===== config.mk =====
export PLATFORM = sky130hd
export DESIGN_NAME = gb_mbc_sync
export DESIGN_NICKNAME = d
export VERILOG_FILES = /design/src/rtl/gb_mbc_pkg.sv /design/src/rtl/gb_bus_sync.sv /design/src/rtl/gb_mbc_sync.sv
export SDC_FILE = /design/constraint.sdc
export NUM_CORES = 1
export LEC_CHECK = 0
export ABC_CLOCK_PERIOD_IN_PS = 3150
export BUFFER_PORTS_ARGS = -buffer_cell sky130_fd_sc_hd__buf_2
export CAP_MARGIN = 20
export CORE_UTILIZATION = 30
export CTS_BUF_LIST = sky130_fd_sc_hd__clkbuf_4 sky130_fd_sc_hd__clkbuf_8
export DETAILED_ROUTE_END_ITERATION = 7
export SLEW_MARGIN = 20
export SYNTH_ARGS = -nofsm -noshare
export SYNTH_HDL_FRONTEND = slang
export SYNTH_HIERARCHICAL = 1
export SYNTH_SLANG_ARGS = --single-unit

===== constraint.sdc =====
create_clock -name CLK -period 3.15 [get_ports CLK]
set_clock_uncertainty 0.2 [all_clocks]
set_input_delay 0.4725 -clock CLK [delete_from_list [all_inputs] [get_ports CLK]]
set_output_delay 0.4725 -clock CLK [all_outputs]
set_load 0.01 [all_outputs]

===== src/rtl/gb_mbc_pkg.sv =====
// rtl/gb_mbc_pkg.sv - shared constants and types for the Game Boy bank controller
//
// Purpose: mode selectors, register region nibbles (GB_A[15:12]), the RAM
// enable key, reset bank values and the committed bus-write record.
// Ports: none (package).
package gb_mbc_pkg;

  localparam int MODE_MBC5 = 0;
  localparam int MODE_MBC1 = 1;

  // Register regions, compared against captured GB_A[15:12]
  localparam logic [3:0] RGN_RAMEN = 4'h0;  // 0x0000-0x1FFF
  localparam logic [3:0] RGN_ROMLO = 4'h2;  // 0x2000 (MBC5 low byte, MBC1 lo5 with 0x3000)
  localparam logic [3:0] RGN_ROMHI = 4'h3;  // 0x3000 (MBC5 bank bit 8)
  localparam logic [3:0] RGN_RAMBK = 4'h4;  // 0x4000-0x5FFF
  localparam logic [3:0] RGN_BMODE = 4'h6;  // 0x6000-0x7FFF

  localparam logic [3:0] RAMEN_KEY = 4'hA;

  localparam int unsigned RST_ROM_BANK = 1;
  localparam int unsigned RST_RAM_BANK = 0;
  localparam logic [4:0]  RST_LO5      = 5'd1;
  localparam logic [1:0]  RST_HI2      = 2'd0;
  localparam logic        RST_BMODE    = 1'b0;

  typedef struct packed {
    logic [3:0] a;
    logic [7:0] d;
  } bus_wr_t;

  // True when the nibble falls in the 8 KiB region that starts at rgn
  function automatic logic in_region(input logic [3:0] a, input logic [3:0] rgn);
    return a[3:1] == rgn[3:1];
  endfunction

endpackage


===== src/rtl/gb_bus_sync.sv =====
// rtl/gb_bus_sync.sv - bus synchroniser, write glitch filter and commit pulse
//
// Purpose: brings GB /WR, /RD, A[15:12], D[7:0] into the CLK domain, accepts
// a write only after two consecutive low synchronised /WR cycles with /RD
// high, keeps capturing address/data while the write stays qualified and
// emits a one-cycle commit on the synchronised /WR rising edge.
// Ports:
//   clk_i, rst_ni       clock, asynchronous active-low reset
//   wr_ni, rd_ni        raw /WR and /RD pins
//   a_i, d_i            raw address nibble and data bus
//   commit_o            one-cycle pulse: apply wr_o this cycle
//   wr_o                last captured address/data
module gb_bus_sync
  import gb_mbc_pkg::*;
#(
  parameter int SYNC_STAGES = 2
) (
  input  logic       clk_i,
  input  logic       rst_ni,
  input  logic       wr_ni,
  input  logic       rd_ni,
  input  logic [3:0] a_i,
  input  logic [7:0] d_i,
  output logic       commit_o,
  output bus_wr_t    wr_o
);

  localparam int SW = 14;
  // /WR resets low so a write already in progress across reset can never
  // look like a fresh falling edge; seen_high_q then gates qualification.
  localparam logic [SW-1:0] SYNC_RST = {1'b0, 1'b1, 12'h000};

  logic [SW-1:0] sync_q [SYNC_STAGES];
  logic [SW-1:0] sync_out;
  logic          wr_s;
  logic          rd_s;
  bus_wr_t       bus_s;

  always_ff @(posedge clk_i or negedge rst_ni) begin
    if (!rst_ni) begin
      for (int i = 0; i < SYNC_STAGES; i++) sync_q[i] <= SYNC_RST;
    end else begin
      sync_q[0] <= {wr_ni, rd_ni, a_i, d_i};
      for (int i = 1; i < SYNC_STAGES; i++) sync_q[i] <= sync_q[i-1];
    end
  end

  assign sync_out = sync_q[SYNC_STAGES-1];
  assign wr_s     = sync_out[13];
  assign rd_s     = sync_out[12];
  assign bus_s    = sync_out[11:0];

  logic    low_q, low_d;
  logic    seen_high_q, seen_high_d;
  logic    armed_q, armed_d;
  logic    wr_prev_q, wr_prev_d;
  bus_wr_t cap_q, cap_d;
  logic    qual;
  logic    rise;

  always_comb begin
    // second (or later) consecutive low cycle with /RD idle
    qual        = !wr_s && rd_s && low_q && seen_high_q;
    rise        = wr_s && !wr_prev_q;
    low_d       = !wr_s && rd_s;
    seen_high_d = seen_high_q | wr_s;
    wr_prev_d   = wr_s;
    cap_d       = qual ? bus_s : cap_q;
    armed_d     = armed_q;
    if (rise) begin
      armed_d = 1'b0;
    end else if (!wr_s && !rd_s) begin
      armed_d = 1'b0;  // /WR and /RD together: bus contention, drop it
    end else if (qual) begin
      armed_d = 1'b1;
    end
  end

  always_ff @(posedge clk_i or negedge rst_ni) begin
    if (!rst_ni) begin
      low_q       <= 1'b0;
      seen_high_q <= 1'b0;
      armed_q     <= 1'b0;
      wr_prev_q   <= 1'b0;
      cap_q       <= '0;
    end else begin
      low_q       <= low_d;
      seen_high_q <= seen_high_d;
      armed_q     <= armed_d;
      wr_prev_q   <= wr_prev_d;
      cap_q       <= cap_d;
    end
  end

  // Combinational from flops so registers update SYNC_STAGES + 1 edges after the pin rises
  assign commit_o = rise && armed_q;
  assign wr_o     = cap_q;

endmodule


===== src/rtl/gb_mbc_sync.sv =====
// rtl/gb_mbc_sync.sv - clocked MBC5/MBC1 bank controller for the GB cartridge
//
// Purpose: decodes committed bus writes into bank/enable registers and maps
// them onto ROM/RAM high address lines; chip selects and level-shifter
// direction are combinational from the raw pins.
// Ports:
//   CLK, RST_N          clock, asynchronous active-low reset
//   GB_A, GB_D          cartridge address [15:12] and data bus
//   GB_CS, GB_WR, GB_RD cartridge strobes, active low
//   ROM_A, RAM_A        ROM [ROM_BANK_W+13:14] / RAM [RAM_BANK_W+12:13] address
//   ROM_CS, RAM_CS      chip selects, active low
//   DDIR                level shifter direction, 1 = cart->GB
//   RAM_EN_O            RAM enable state
module gb_mbc_sync
  import gb_mbc_pkg::*;
#(
  parameter int MODE        = 0,
  parameter int ROM_BANK_W  = 9,
  parameter int RAM_BANK_W  = 4,
  parameter int SYNC_STAGES = 2
) (
  input  logic                  CLK,
  input  logic                  RST_N,
  input  logic [3:0]            GB_A,
  input  logic [7:0]            GB_D,
  input  logic                  GB_CS,
  input  logic                  GB_WR,
  input  logic                  GB_RD,
  output logic [ROM_BANK_W-1:0] ROM_A,
  output logic [RAM_BANK_W-1:0] RAM_A,
  output logic                  ROM_CS,
  output logic                  RAM_CS,
  output logic                  DDIR,
  output logic                  RAM_EN_O
);

  logic    commit;
  bus_wr_t cmt;
  logic    cmt_reg;

  gb_bus_sync #(.SYNC_STAGES(SYNC_STAGES)) u_bus_sync (
    .clk_i    (CLK),
    .rst_ni   (RST_N),
    .wr_ni    (GB_WR),
    .rd_ni    (GB_RD),
    .a_i      (GB_A),
    .d_i      (GB_D),
    .commit_o (commit),
    .wr_o     (cmt)
  );

  // Only the 0x0000-0x7FFF space holds registers
  assign cmt_reg = commit && !cmt.a[3];

  logic ram_en_q, ram_en_d;

  always_comb begin
    ram_en_d = ram_en_q;
    if (cmt_reg && in_region(cmt.a, RGN_RAMEN)) ram_en_d = (cmt.d[3:0] == RAMEN_KEY);
  end

  always_ff @(posedge CLK or negedge RST_N) begin
    if (!RST_N) ram_en_q <= 1'b0;
    else        ram_en_q <= ram_en_d;
  end

  logic [ROM_BANK_W-1:0] rom_lo_bank;
  logic [ROM_BANK_W-1:0] rom_hi_bank;
  logic [RAM_BANK_W-1:0] ram_bank;

  generate
    if (MODE == MODE_MBC1) begin : g_mbc1
      logic [4:0] lo5_q, lo5_d;
      logic [1:0] hi2_q, hi2_d;
      logic       bmode_q, bmode_d;

      always_comb begin
        lo5_d   = lo5_q;
        hi2_d   = hi2_q;
        bmode_d = bmode_q;
        if (cmt_reg) begin
          // bank 0 cannot be selected into the upper window
          if (in_region(cmt.a, RGN_ROMLO)) lo5_d = (cmt.d[4:0] == 5'd0) ? 5'd1 : cmt.d[4:0];
          if (in_region(cmt.a, RGN_RAMBK)) hi2_d = cmt.d[1:0];
          if (in_region(cmt.a, RGN_BMODE)) bmode_d = cmt.d[0];
        end
      end

      always_ff @(posedge CLK or negedge RST_N) begin
        if (!RST_N) begin
          lo5_q   <= RST_LO5;
          hi2_q   <= RST_HI2;
          bmode_q <= RST_BMODE;
        end else begin
          lo5_q   <= lo5_d;
          hi2_q   <= hi2_d;
          bmode_q <= bmode_d;
        end
      end

      assign rom_hi_bank = ROM_BANK_W'({hi2_q, lo5_q});
      assign rom_lo_bank = bmode_q ? ROM_BANK_W'({hi2_q, 5'b0}) : '0;
      assign ram_bank    = bmode_q ? RAM_BANK_W'(hi2_q) : '0;
    end else begin : g_mbc5
      // Working copy wide enough to hold bit 8 even for narrow flash parts
      localparam int RW = (ROM_BANK_W > 9) ? ROM_BANK_W : 9;

      logic [ROM_BANK_W-1:0] rom_bank_q, rom_bank_d;
      logic [RAM_BANK_W-1:0] ram_bank_q, ram_bank_d;
      logic [RW-1:0]         bank_ext;

      always_comb begin
        bank_ext   = RW'(rom_bank_q);
        ram_bank_d = ram_bank_q;
        if (cmt_reg && (cmt.a == RGN_ROMLO)) bank_ext[7:0] = cmt.d;
        if (cmt_reg && (cmt.a == RGN_ROMHI)) bank_ext[8] = cmt.d[0];
        if (cmt_reg && in_region(cmt.a, RGN_RAMBK)) ram_bank_d = RAM_BANK_W'(cmt.d);
        rom_bank_d = bank_ext[ROM_BANK_W-1:0];
      end

      always_ff @(posedge CLK or negedge RST_N) begin
        if (!RST_N) begin
          rom_bank_q <= ROM_BANK_W'(RST_ROM_BANK);
          ram_bank_q <= RAM_BANK_W'(RST_RAM_BANK);
        end else begin
          rom_bank_q <= rom_bank_d;
          ram_bank_q <= ram_bank_d;
        end
      end

      assign rom_hi_bank = rom_bank_q;
      assign rom_lo_bank = '0;
      assign ram_bank    = ram_bank_q;
    end
  endgenerate

  logic rom_lo, rom_hit, ram_hit;

  assign rom_lo   = (GB_A[3:2] == 2'b00);
  assign rom_hit  = !GB_A[3];
  assign ram_hit  = (GB_A[3:1] == 3'b101);

  assign ROM_CS   = !(rom_hit && RST_N);
  assign RAM_CS   = !(ram_hit && ram_en_q && !GB_CS && RST_N);
  assign DDIR     = (!ROM_CS || !RAM_CS) && !GB_RD;
  assign ROM_A    = rom_lo ? rom_lo_bank : rom_hi_bank;
  assign RAM_A    = ram_bank;
  assign RAM_EN_O = ram_en_q;

endmodule


==> Yosys cells after proc, flatten, opt, wreduce, memory -nomap -nowiden <==
Cells that the tools add are included.
{ "totals": {"register_bits": 58, "inputBits": 17, "output_inout_bits": 17, "wordCells": 51} }
{ "classes": {"eq_ne": 5, "n_mux": 4, "bitwise": 1, "n_reduce_logical": 29} }
{ "ops": {"columns": ["op", "count"], "rows": [
  ["$logic_and 1x1->1", 16],
  ["$logic_not 1->1", 9],
  ["$mux 9", 1],
  ["$eq 4x2->1 const B", 2],
  ["$eq 4x4->1 const B", 1],
  ["$eq 3x2->1 const B", 1],
  ["$eq 3x3->1 const B", 1],
  ["$logic_not 3->1", 1],
  ["$mux 1", 3],
  ["$reduce_bool 3->1", 1],
  ["$logic_not 2->1", 1],
  ["$logic_or 1x1->1", 1],
  ["$or 1x1->1", 1]
]} }

==> Logic depth before layout (Yosys ltp) <==
{ "depth": {"ltp_word": 7, "mapped_depth": 4} }

==> Modules after synthesis <==
Netlist, hierarchy kept.
{ "by_module_without_submodules": {"columns": ["module", "n_inst", "cells_each", "area_per_inst_um2", "seq_area_each_um2"], "rows": [
  ["gb_bus_sync", 1, 63, 1350.0, 1103.6],
  ["gb_mbc_sync", 1, 48, 673.1, 351.6]
]} }

==> Least setup slack after synthesis <==
No wires, ideal clock.
{ "synth_path": {"kind": "register -> register", "from": "register u_bus_sync.wr_prev_q", "to": "register g_mbc5.rom_bank_q[1]", "arrival_ns": 1.462, "required_ns": 2.825, "setup_slack_ns": 1.363, "stages_incl_launch_ff": 5, "cell_sequence": "dfrtp_1 and3b_1 nand2b_4 nor4b_4 mux2_2"} }
{ "synth_via": {"elab_chain_cells": 5} }
{ "synth_rtl": {"columns": ["element", "line_no", "rtl"], "rows": [
  ["from (decl)", "gb_bus_sync.sv:56", "logic wr_prev_q, wr_prev_d;"],
  ["from (signal assigned)", "gb_bus_sync.sv:90", "wr_prev_q <= wr_prev_d;"],
  ["$logic_not 1->1", "gb_bus_sync.sv:64", "rise = wr_s && !wr_prev_q;"],
  ["$logic_and 1x1->1", "gb_bus_sync.sv:64", null],
  ["$logic_and 1x1->1", "gb_bus_sync.sv:96", "assign commit_o = rise && armed_q;"],
  ["named net commit", "gb_mbc_sync.sv:37", "logic commit;"],
  ["$logic_and 1x1->1", "gb_mbc_sync.sv:53", "assign cmt_reg = commit && !cmt.a[3];"],
  ["$logic_and 1x1->1", "gb_mbc_sync.sv:115", "if (cmt_reg && (cmt.a == RGN_ROMLO)) bank_ext[7:0] = cmt.d;"],
  ["to (signal assigned)", "gb_mbc_sync.sv:123", "rom_bank_q <= ROM_BANK_W'(RST_ROM_BANK);"],
  ["to (signal assigned)", "gb_mbc_sync.sv:126", "rom_bank_q <= rom_bank_d;"],
  ["to (decl)", "gb_mbc_sync.sv:108", "logic [ROM_BANK_W-1:0] rom_bank_q, rom_bank_d;"]
]} }
The timed path passes the listed nets, and every way through them passes these cells.
A chain may end at the register's enable or synchronous reset.

==> Worst setup path in the final report <==
{ "layout_path": {"from": "input GB_A[2]", "to": "output ROM_A[4]"} }
{ "layout_via": {"elab_chain_cells": 2} }
{ "layout_rtl": {"columns": ["element", "line_no", "rtl"], "rows": [
  ["from (decl)", "gb_mbc_sync.sv:24", "input logic [3:0] GB_A,"],
  ["$logic_not 2->1", "gb_mbc_sync.sv:139", "assign rom_lo = (GB_A[3:2] == 2'b00);"],
  ["$mux 9", "gb_mbc_sync.sv:146", "assign ROM_A = rom_lo ? rom_lo_bank : rom_hi_bank;"],
  ["to (decl)", "gb_mbc_sync.sv:29", "output logic [ROM_BANK_W-1:0] ROM_A,"]
]} }
Every way passes these cells.

==> impl_metrics.tcl <==
set metrics [dict create \
    outcome "complete, but fails checks" \
    violations "DRC" \
    grt_usage_pct 10.4 \
    area_delta_synth_final_pct 22.9 \
    grt_overflow_total 0 \
    die_w_um 84.1 \
    synth_area_um2 2020 \
    ir_worst_vdd_mv 0.293 \
    p_seq_share_pct 51.9 \
    place_ws_ps 1060 \
    crit_family "simple AND/OR/NAND/NOR gates" \
    cellInternalPower_w 0.00132 \
    insertedDiodeCount 0 \
    routed_wl_um 3240 \
    min_from "GB_D[6]" \
    crit_arrival_ps 1410 \
    final_hold_viol_count 0 \
    power.switching_w 0.000366 \
    rsz0062_at_grt "false" \
    drt.antenna.violating_nets 0 \
    cts_resized 0 \
    p_clk_share_pct 38.8 \
    switching_share_pct 21.7 \
    synth_area_leaders "dfrtp_1 68%, mux2_2 8.9%, mux2_4 7.4%" \
    final_layout_size_suffix_gt1_share_pct 52.5 \
    tightest_slew_ps 689 \
    cp-end-kind "output port" \
    yosysSeqAreaShare_pct 71.9 \
    start_kind "input port" \
    gp_congestion 0.702 \
    synth_top_cell_by_area "dfrtp_1" \
    fin_crit_sh_pct 66.2 \
    crit_start "GB_A[2]" \
    cts_tree "built" \
    power_leakage_nw 1.23 \
    routedWlPerCell_um 13.7 \
    setup_viol 0 \
    period_needed_ps 2080 \
    std_cell_rows 29 \
    drt_iter0_drc 47 \
    start_util_pct 31.5 \
    fin_tns_setup_ps 0 \
    cp.required_ps 2480 \
    port-buffer-count 33 \
    synth_edf_count 0 \
    power_density_nw_per_um2 679 \
    slew_headroom_pct 54.0 \
    multi_input_area_um2 557 \
    crit_chain "buf_2 > nor2_1 > nor2b_1 > buf_2" \
    cts.root.buffer_cell "clkbuf_8" \
    final_cell_mix "55 x dfrtp_1, 33 x buf_2, 16 x mux2_2" \
    grt_pass1_vias 1093 \
    pwr-share-comb_pct 9.3 \
    ios 34 \
    drv_slew 0 \
    path_class "input port to output port" \
    nets 172 \
    grt_max_degree 59 \
    grt_pass1_wl_um 5380 \
    path_clk_slew_ps 60 \
    synth.yosys.warnings 6 \
    synth_top_flop_cell "dfrtp_1" \
    synth_seq_cells 58 \
    post_cts_buffers 0 \
    vias 1023 \
    cpMostUsedCell "buf_2" \
    clock_path_buffers 2 \
    yosysTopAreaCellShare_pct 68.0 \
    fill_cells 570 \
    cts.sinks 58 \
    holdBufCountCts 0 \
    vias_per_cell 4.32 \
    max_freq_mhz 480 \
    final_common_cell "dfrtp_1" \
    synth.distinct_cells 21 \
    synth_cells 111 \
    clkLatencyLatePin_ps 320 \
    finalPower_w 0.00169 \
    syn_nets 128 \
    path_max_fanout 9 \
    placed_area_um2 2280 \
    maxCapViolCount 0 \
    reg2reg_from "u_bus_sync/sync_out[13]" \
    crit_slowest_cell "nor2_1" \
    hpwl_um 2200 \
    regArea_um2 1460 \
    critical-path-max-stage-delay_ps 520 \
    htreeDepth 3 \
    die_h_um 84.1 \
    worst_hold_path_type "input port to flop" \
    async_reset_ff_share_pct 100 \
    coreArea_um2 6420 \
    design_area_um2 2490 \
    drt-pass1-iter-count 5 \
    drc_errors 2 \
    avgSynthCellArea_um2 18.2 \
    grt_antenna_before_repair 0 \
    cp.buffers_inverters 2 \
    die_area_um2 7080 \
    cts_made_buffers 9 \
    fin_ws_ps 1070 \
]
metal layers:
layer | routed length [um] | GRT usage [%] | vias to the layer above | share of wire, %
met3 | 128 | 4.75 | 7 | 3.9
li1 | - | - | 472 | -
met5 | 0 | 0 | - | 0
met2 | 1610 | 16.0 | 23 | 50
met1 | 1450 | 12.0 | 521 | 45
met4 | 55 | 6.11 | 0 | 1.7
synth_stat cells, types with 2 or more instances:
cell,number
dfrtp_1,55
dfstp_2,3
mux2_2,16
mux2_4,10
nor2b_1,10
nor4bb_1,2
registers in the layout (all words and copies together), names as in the netlist:
| register | count |
|---|---|
| u_bus_sync/sync_out | 14 |
| u_bus_sync/sync_q | 14 |
| u_bus_sync/wr_o | 12 |
| g_mbc5.rom_bank_q | 9 |
| RAM_A | 4 |
| RAM_EN_O | 1 |
| u_bus_sync/armed_q | 1 |
| u_bus_sync/low_q | 1 |
| u_bus_sync/seen_high_q | 1 |
| u_bus_sync/wr_prev_q | 1 |
final timing paths:
check | end | slack [ps] | cells past startpoint
hold / removal | u_bus_sync/sync_q[20] | 50 | 1
hold reg to reg | u_bus_sync/sync_out[9] | 150 | 0
min in group asynchronous | u_bus_sync/sync_q[21] | 110 | 2
setup / recovery | ROM_A[4] | 1070 | 4
setup reg to reg | g_mbc5.rom_bank_q[3] | 1150 | 4
max in group asynchronous | u_bus_sync/sync_q[22] | 2180 | 2
cells by family after synthesis:
logic type | after synthesis | share of synthesized area [%]
and+or+nand+nor | 23 | 10.1
DFF | 58 | 71.9
muxes | 26 | 16.3
buffers and inverters | 1 | 0.557
AOI/OAI and AO/OA | 3 | 1.11
metrics by stage:
step           utilization, %  cells  hold WS (ps)
6_report                 38.7    237          52.9
3_5_place_dp             35.5    221           136
4_1_cts                  38.7    237          24.2
5_1_grt                  38.7    237          24.1
3_3_place_gp             35.5    221           131
2_1_floorplan               -    111         -23.1
power by group through the flow:
stage / clock network, W / registers, W / logic [W]
finish: 0.000656 / 0.000876 / 0.000157
global route: 0.000724 / 0.000887 / 0.000171
CTS: 0.000688 / 0.000878 / 0.000161
detailed placement: 0 / 0.000890 / 0.000160
global placement: 0 / 0.000888 / 0.000154
floorplan: 0 / 0.000877 / 0.000101
area by class of cell:
class,count,area share [%]
flip-flops and latches,58,58.5
repair buffers,34,6.95
multi-input cells,52,22.4
clock inverters,1,0.201
well taps,77,3.88
clock buffers,15,8.05
(Power assumes the default switching activity.)
